$ cat config.mk
export PLATFORM = sky130hd
export DESIGN_NAME = seq_detector_p
export DESIGN_NICKNAME = d
export VERILOG_FILES = /design/src/rtl/seq_detector_p.sv
export SDC_FILE = /design/constraint.sdc
export NUM_CORES = 1
export LEC_CHECK = 0
export BUFFER_PORTS_ARGS = -buffer_cell sky130_fd_sc_hd__clkbuf_2
export CAP_MARGIN = 20
export CELL_PAD_IN_SITES_DETAIL_PLACEMENT = 1
export CELL_PAD_IN_SITES_GLOBAL_PLACEMENT = 1
export CORE_ASPECT_RATIO = 1.5
export CORE_MARGIN = 5
export CORE_UTILIZATION = 47
export DETAILED_ROUTE_END_ITERATION = 7
export PLACE_DENSITY_LB_ADDON = 0.1
export RECOVER_POWER = 50
export SETUP_SLACK_MARGIN = 0.5
export SLEW_MARGIN = 20
export SYNTH_ARGS = -nofsm -noshare
export SYNTH_HDL_FRONTEND = slang
export SYNTH_SLANG_ARGS = --single-unit
$ cat constraint.sdc
create_clock -name clk -period 5.5 [get_ports clk]
set_input_delay 1.1 -clock clk [delete_from_list [all_inputs] [get_ports clk]]
set_output_delay 1.1 -clock clk [all_outputs]
set_load 0.05 [all_outputs]
$ cat src/rtl/seq_detector_p.sv
//==============================================================================
// Module   : seq_detector_p
// Purpose  : Loadable N-symbol pattern detector with optional overlapping
//            matches and a saturating match counter.
// Revision : 1.0 - initial release
//==============================================================================
`default_nettype none

module seq_detector_p #(
    parameter int W  = 2,
    parameter int N  = 3,
    parameter int CW = 8
) (
    input  logic          clk,
    input  logic          reset,
    input  logic [W-1:0]  num,
    input  logic          valid,
    input  logic          load,
    input  logic [W-1:0]  pat_in,
    input  logic          overlap,
    output logic          ans,
    output logic [CW-1:0] match_cnt,
    output logic          armed
);

    localparam int IW = $clog2(N);
    localparam int FW = $clog2(N + 1);
    localparam logic [FW-1:0] C_FILL_FULL = FW'(N);
    localparam logic [IW-1:0] C_IDX_LAST  = IW'(N - 1);

    typedef enum logic [1:0] {
        S_EMPTY   = 2'd0,
        S_LOADING = 2'd1,
        S_ARMED   = 2'd2
    } state_t;

    state_t                 state_q, state_d;
    logic [IW-1:0]          idx_q, idx_d;
    logic [FW-1:0]          fill_q, fill_d;
    // Pattern is stored reversed (p[0] at the top) so it lines up with the
    // history, whose newest symbol sits at index 0.
    logic [N-1:0][W-1:0]    pat_q, pat_d;
    logic [N-1:0][W-1:0]    hist_q, hist_d;
    logic [CW-1:0]          cnt_q, cnt_d;
    logic                   ans_q, ans_d;
    logic                   armed_q;

    logic [N-1:0][W-1:0]    w_hist_sh;
    logic [FW-1:0]          w_fill_sh;

    always_comb begin
        state_d   = state_q;
        idx_d     = idx_q;
        fill_d    = fill_q;
        pat_d     = pat_q;
        hist_d    = hist_q;
        cnt_d     = cnt_q;
        ans_d     = 1'b0;
        w_hist_sh = {hist_q[N-2:0], num};
        w_fill_sh = (fill_q == C_FILL_FULL) ? fill_q : fill_q + 1'b1;

        unique case (state_q)
            S_EMPTY, S_ARMED: begin
                if (load) begin
                    pat_d[N-1] = pat_in;
                    idx_d      = IW'(1);
                    fill_d     = '0;
                    cnt_d      = '0;
                    state_d    = S_LOADING;
                end else if (state_q == S_ARMED && valid) begin
                    hist_d = w_hist_sh;
                    fill_d = w_fill_sh;
                    if (w_fill_sh == C_FILL_FULL && w_hist_sh == pat_q) begin
                        ans_d = 1'b1;
                        if (cnt_q != '1) begin
                            cnt_d = cnt_q + 1'b1;
                        end
                        if (!overlap) begin
                            fill_d = '0;
                        end
                    end
                end
            end
            S_LOADING: begin
                if (load) begin
                    for (int k = 0; k < N; k++) begin
                        if (k == N - 1 - int'(idx_q)) begin
                            pat_d[k] = pat_in;
                        end
                    end
                    if (idx_q == C_IDX_LAST) begin
                        state_d = S_ARMED;
                    end else begin
                        idx_d = idx_q + 1'b1;
                    end
                end
            end
            default: begin
                state_d = S_EMPTY;
            end
        endcase
    end

    always_ff @(posedge clk or posedge reset) begin
        if (reset) begin
            state_q <= S_EMPTY;
            idx_q   <= '0;
            fill_q  <= '0;
            pat_q   <= '0;
            hist_q  <= '0;
            cnt_q   <= '0;
            ans_q   <= 1'b0;
            armed_q <= 1'b0;
        end else begin
            state_q <= state_d;
            idx_q   <= idx_d;
            fill_q  <= fill_d;
            pat_q   <= pat_d;
            hist_q  <= hist_d;
            cnt_q   <= cnt_d;
            ans_q   <= ans_d;
            armed_q <= (state_d == S_ARMED);
        end
    end

    assign ans       = ans_q;
    assign match_cnt = cnt_q;
    assign armed     = armed_q;

endmodule

`default_nettype wire
==> flow_summary.yaml, run 1 <==
logic_synthesis:
  synth_top_cell_by_area: "dfrtp_1"
  ys.flop_type: "dfrtp_1"
  syn_nets: 142
  avgSynthCellArea_um2: 10.8
  synthArstFlopShare_pct: 100
  ys_warn_count: 0
  synthesis.area_mm2: 0.00139
  ys_types: 33
  synth.yosys.seq_area_share_pct: 46.9
  synth_top_area_share_pct: 46.9
  synth-edff-count: 0
  ys_ff_latch: 26
  synthCells: 128
  netlist_top_cells_area: "dfrtp_1 (47%), mux2_2 (8.9%), ha_1 (4.5%)"
pwr:
  netSwitchingPower_uw: 188
  switching_share_pct: 31.3
  pwr_density_cell_mw_per_mm2: 378
  vdd.ir_drop.worst_uv: 207
  p_leak_nw: 0.772
  sequentialPowerShare_pct: 45.7
  clkPwrFrac_pct: 26.5
  finalPower_uw: 600
  power_frac_comb_pct: 27.8
  p_int_uw: 412
clock_network:
  cts_buffer_depth: 2
  cts_setup_buffers: 0
  cts.sinks: 26
  htreeDepth: 1
  path_clk_slew_ns: 0.09
  root_buffer: "clkbuf_8"
  insertion_delay_ns: 0.27
  cts-hold-fix-buffers: 0
  numCtsBuffers: 3
  cts.repair.resized: 0
  cts_tree: "yes"
sta:
  worstMarginPinSlew_ns: 0.843
  rsz0062_at_grt: "false"
  finalMaxSlewViolations: 0
  tns_ns: 0
  fmax_ghz: 0.426
  finalCritPeriodShare_pct: 42.6
  hold_viol_final: 0
  final-setup-viol-count: 0
  maxSlewHeadroom_pct: 43.8
  fin_crit_ns: 2.35
  clock_skew_ns: 0.00472
  fin_ws_ns: 3.15
setup_path:
  end_kind: "register"
  cp_cell_sequence: "clkbuf_1 > and4bb_2 > nand3_1 > nor4_4 > o21ai_0 > a21bo_2"
  critPathRequiredTime_ns: 5.72
  cp_slowest_cell: "and4bb_2"
  crit_type: "in2reg"
  cp-start-kind: "primary input"
  worst-path-max-fanout: 9
  cp_slowest_stage_delay_ns: 0.46
  critPathArrivalTime_ns: 2.56
min_path:
  hold_class: "reg2reg"
place:
  place_hpwl_mm: 2.39
  pre_cts_slack_ns: 2.89
  dpl_cell_area_mm2: 0.00151
  place.gp.congestion: 0.764
  portBuffers: 18
route:
  avgRoutedWirePerCell_um: 16.0
  wl_met1_mm: 1.12
  drt_iter0_markers: 3
  num_vias: 1024
  antenna_left: 0
  top_layer: "met4"
  wl_met2_mm: 1.73
  dr_wl_met3_um: 82
  routed_wl_mm: 3.00
  remaining_drc_errors: 0
  dr.pass1.iters: 3
  viasPerCell: 5.48
status:
  status: "complete, no violations"
global_routing:
  grt_pass1_wl_mm: 5.23
  grt_pass1_vias: 1084
  antenna_found_initial: 0
  grt_start_max_net_pins: 27
  grt_overflow: 0
  gr-usage-all-layers_pct: 16.8
floorplanning:
  pin_count: 19
  start_util_pct: 48.1
  die_w_um: 54.3
  die_area_mm2: 0.00416
  core_area_mm2: 0.00288
  rows: 24
  die_h_um: 76.5
layout:
  fillCellCount: 346
  fin_nets: 163
  final_cell_mix: "dfrtp_1 (26), clkbuf_2 (17), mux2_2 (11), nor2_1 (9)"
  diodes: 0
  drive_gt1_share_pct: 29.1
  final_area_mm2: 0.00159
  final_common_cell: "dfrtp_1"
  area.growth.synth_to_final_pct: 14.4
run:
  max_cap_viol_count: 0
[sequential cells by signal, indices dropped and copies added, names as in the netlist]
| signal | flops |
|---|---|
| idx_q | 2 |
| pat_q | 6 |
| ans | 1 |
| armed | 1 |
| hist_q | 4 |
| fill_q | 2 |
| match_cnt | 8 |
| state_q | 2 |
[synthesized netlist by cell type, types with 2 or more instances]
master,instances
a21oi_1,5
nand3_1,6
dfrtp_1,26
inv_1,4
a22o_1,3
and3_1,2
a21bo_2,5
nand2_1,8
nor2b_1,5
nor2_1,9
nor3_1,3
o21ai_0,8
mux2_2,11
nand2b_1,2
a21o_1,2
ha_1,5
xnor2_1,3
clkbuf_1,2
o21a_1,2
and2_1,3
xor2_1,2
[layout make-up]
class	instances	area, um2	share of cell area [%]
clock buffer	3	41.3	2.60
multi-input combinational	95	708	44.6
inverter	4	15.0	0.946
timing repair buffer	19	92.6	5.84
tap	39	48.8	3.08
sequential	26	651	41.0
clock inverter	1	30.0	1.89
[critical path, delay by kind of cell]
| family | cells | cell delay (ns) |
|---|---|---|
| and+or+nand+nor | 3 | 0.94 |
| AOI/OAI and AO/OA | 2 | 0.36 |
| buffers and inverters | 1 | 0.16 |
[worst paths after layout]
path,from,endpoint,slack [ns],cells after the start
min reg2reg,pat_q[3]$_DFFE_PP0P_,pat_q[3]$_DFFE_PP0P_,0.54,1
max in group asynchronous,reset,match_cnt[4]$_DFFE_PP0P_,3.72,3
min,pat_q[3]$_DFFE_PP0P_,pat_q[3]$_DFFE_PP0P_,0.54,1
max,load,match_cnt[5]$_DFFE_PP0P_,3.15,6
max reg2reg,match_cnt[1]$_DFFE_PP0P_,match_cnt[0]$_DFFE_PP0P_,3.54,6
min in group asynchronous,reset,hist_q[2]$_DFFE_PP0P_,0.73,2
[metal layers]
metal | up-vias | GRT usage, %
met5 | - | 0
met2 | 18 | 29.4
met4 | 0 | 7.48
met1 | 503 | 19.0
li1 | 494 | -
met3 | 9 | 2.15
[kinds of logic after synthesis]
logic type | synth area share (%)
adders and majority gates | 4.51
and+or+nand+nor | 18.0
DFF | 46.9
muxes | 8.94
xor gates and xnor gates | 3.16
buffers and inverters | 1.99
AOI/OAI and AO/OA | 16.4
[per-stage QoR]
step | hold slack [ns] | cells | utilization (%)
after floorplan | 0.485 | 128 | -
after global placement | 0.514 | 182 | 52.5
after detailed placement | 0.519 | 182 | 52.5
after CTS | 0.541 | 186 | 54.9
after global routing | 0.555 | 187 | 55.0
final | 0.536 | 187 | 55.0
[power by group through the flow]
stage	combinational [mW]	clock [mW]	sequential, mW
global route	0.190	0.170	0.280
detailed placement	0.171	0	0.279
floorplan	0.139	0	0.264
global placement	0.163	0	0.275
CTS	0.172	0.162	0.274
finish	0.167	0.159	0.274
(Power assumes the default switching activity.)
==> run 2: changes to the inputs <==
--- a/config.mk
+++ b/config.mk
@@ -11,7 +11,7 @@
 export CELL_PAD_IN_SITES_GLOBAL_PLACEMENT = 1
 export CORE_ASPECT_RATIO = 1.5
 export CORE_MARGIN = 5
-export CORE_UTILIZATION = 47
+export CORE_UTILIZATION = 44
 export DETAILED_ROUTE_END_ITERATION = 7
 export PLACE_DENSITY_LB_ADDON = 0.1
 export RECOVER_POWER = 50
==> constraint.sdc (replaced) <==
create_clock -name clk -period 2.4 [get_ports clk]
set_input_delay 0.48 -clock clk [delete_from_list [all_inputs] [get_ports clk]]
set_output_delay 0.48 -clock clk [all_outputs]
set_load 0.05 [all_outputs]
==> flow_summary.yaml, run 2 (synthesis results as in run 1) <==
status:
  status: "complete, no violations"
clock_network:
  cts_tree: "yes"
  insertion_delay_ns: 0.27
  root_buffer: "clkbuf_8"
  htreeDepth: 1
  cts.sinks: 26
  numCtsBuffers: 3
  path_clk_slew_ns: 0.09
  cts_buffer_depth: 2
  cts-hold-fix-buffers: 0
sta:
  final-setup-viol-count: 0
  rsz0062_at_grt: "true"
  maxSlewHeadroom_pct: 4.44
  tns_ns: 0
  worstMarginPinSlew_ns: 1.43
  finalCritPeriodShare_pct: 80.4
  fmax_ghz: 0.518
  fin_crit_ns: 1.93
  hold_viol_final: 0
  clock_skew_ns: 0.00193
  finalMaxSlewViolations: 0
setup_path:
  end_kind: "register"
  reg2reg_depth: 6
  cp_cell_sequence: "and4bb_1 > nand3_1 > nor4_4 > buf_4 > o21ai_0 > a21bo_2"
  worst-path-max-fanout: 10
  r2r_start: "state_q[0]$_DFF_PP0_"
  cp-start-kind: "register"
  critPathBufInv: 1
  r2r-end: "match_cnt[2]$_DFFE_PP0P_"
  r2r_slack_ns: 0.47
  crit_cells: 6
  cp_slowest_stage_delay_ns: 0.48
  cp_top_family: "simple AND/OR/NAND/NOR gates"
  cp_slowest_cell: "dfrtp_1"
  critPathRequiredTime_ns: 2.61
  critPathArrivalTime_ns: 2.14
  crit_type: "reg2reg"
layout:
  largest_reg_flops: 8
  area.growth.synth_to_final_pct: 21.2
  drive_gt1_share_pct: 34.4
  fin_nets: 172
  final_cell_mix: "dfrtp_1 (24), clkbuf_2 (17), mux2_2 (11), nor2_1 (9)"
  diodes: 0
  fillCellCount: 346
  regArea_um2: 653
  final_common_cell: "dfrtp_1"
  multi_input_area_um2: 731
min_path:
  min_path_cells: 2
  whs_endpoint: "pat_q[0]$_DFFE_PP0P_"
  worstHoldStart: "pat_in[0]"
  hold_class: "in2reg"
floorplanning:
  die_area_mm2: 0.00440
  core_area_mm2: 0.00310
  start_util_pct: 44.8
  die_h_um: 78.7
  rows: 25
  pin_count: 19
  die_w_um: 55.8
route:
  remaining_drc_errors: 0
  avgRoutedWirePerCell_um: 15.9
  drt_iter0_markers: 14
  dr.pass1.iters: 4
  num_vias: 1072
  routed_wl_mm: 3.13
  antenna_left: 0
  viasPerCell: 5.44
run:
  max_cap_viol_count: 0
pwr:
  finalPower_mw: 1.45
  pwr_density_cell_mw_per_mm2: 863
  vdd.ir_drop.worst_uv: 477
  p_leak_nw: 0.836
global_routing:
  grt_pass1_wl_mm: 5.64
  grt_start_max_net_pins: 27
  antenna_found_initial: 0
  gr-usage-all-layers_pct: 15.9
  grt_pass1_vias: 1244
  grt_overflow: 0
place:
  place.gp.congestion: 0.733
  portBuffers: 18
  place_hpwl_mm: 2.43
## run 2: metrics by stage
stage / util, % / area [um2] / setup slack, ns / instances / hold WS [ns]
final: 54.3 / 1680 / 0.471 / 197 / 0.472
after CTS: 52.2 / 1620 / 0.481 / 189 / 0.240
after detailed placement: 49.2 / 1520 / 0.342 / 184 / 0.521
after global placement: 49.2 / 1520 / 0.403 / 184 / 0.508
after global routing: 54.3 / 1680 / 0.352 / 197 / 0.468
after floorplan: - / 1390 / 0.514 / 128 / 0.485
## run 2: area by class of cell
cell class,instances,share of cell area [%]
multi-input cells,95,43.5
flip-flops and latches,26,38.9
repair buffers,28,9.53
well taps,40,2.98
clock buffers,3,2.46
clock inverters,1,1.79
inverters,4,0.894
## run 2: report_power, final
group          total (mW)  switching [mW]  internal [mW]
Sequential          0.627          0.0917          0.535
Combinational       0.463           0.222          0.241
Clock               0.360           0.137          0.223
Total                1.45           0.451          0.999
## run 2: worst max-delay path by stage
stage                               end                startpoint  slack, ns
6_report       match_cnt[2]$_DFFE_PP0P_      state_q[0]$_DFF_PP0_       0.47
5_1_grt        match_cnt[2]$_DFFE_PP0P_      state_q[0]$_DFF_PP0_       0.35
4_1_cts        match_cnt[2]$_DFFE_PP0P_      state_q[0]$_DFF_PP0_       0.48
3_5_place_dp   match_cnt[2]$_DFFE_PP0P_                      load       0.34
3_3_place_gp   match_cnt[0]$_DFFE_PP0P_                    num[0]       0.40
2_1_floorplan  match_cnt[0]$_DFFE_PP0P_  match_cnt[2]$_DFFE_PP0P_       0.51
## run 2: metal layers
layer	vias up	track usage [%]	part of all wire, %
li1	515	-	-
met1	535	16.7	36
met2	16	31.4	59
met3	6	1.95	3.3
met4	0	6.65	1.9
met5	-	0	0
## run 2: what timing repair did
| action | 4_1_cts | 5_1_grt |
|---|---|---|
| setup endpoints to repair | 8 | 9 |
| pin swaps | 3 | 4 |
| gates resized for setup | 2 | 3 |
| setup buffers | 1 | 8 |
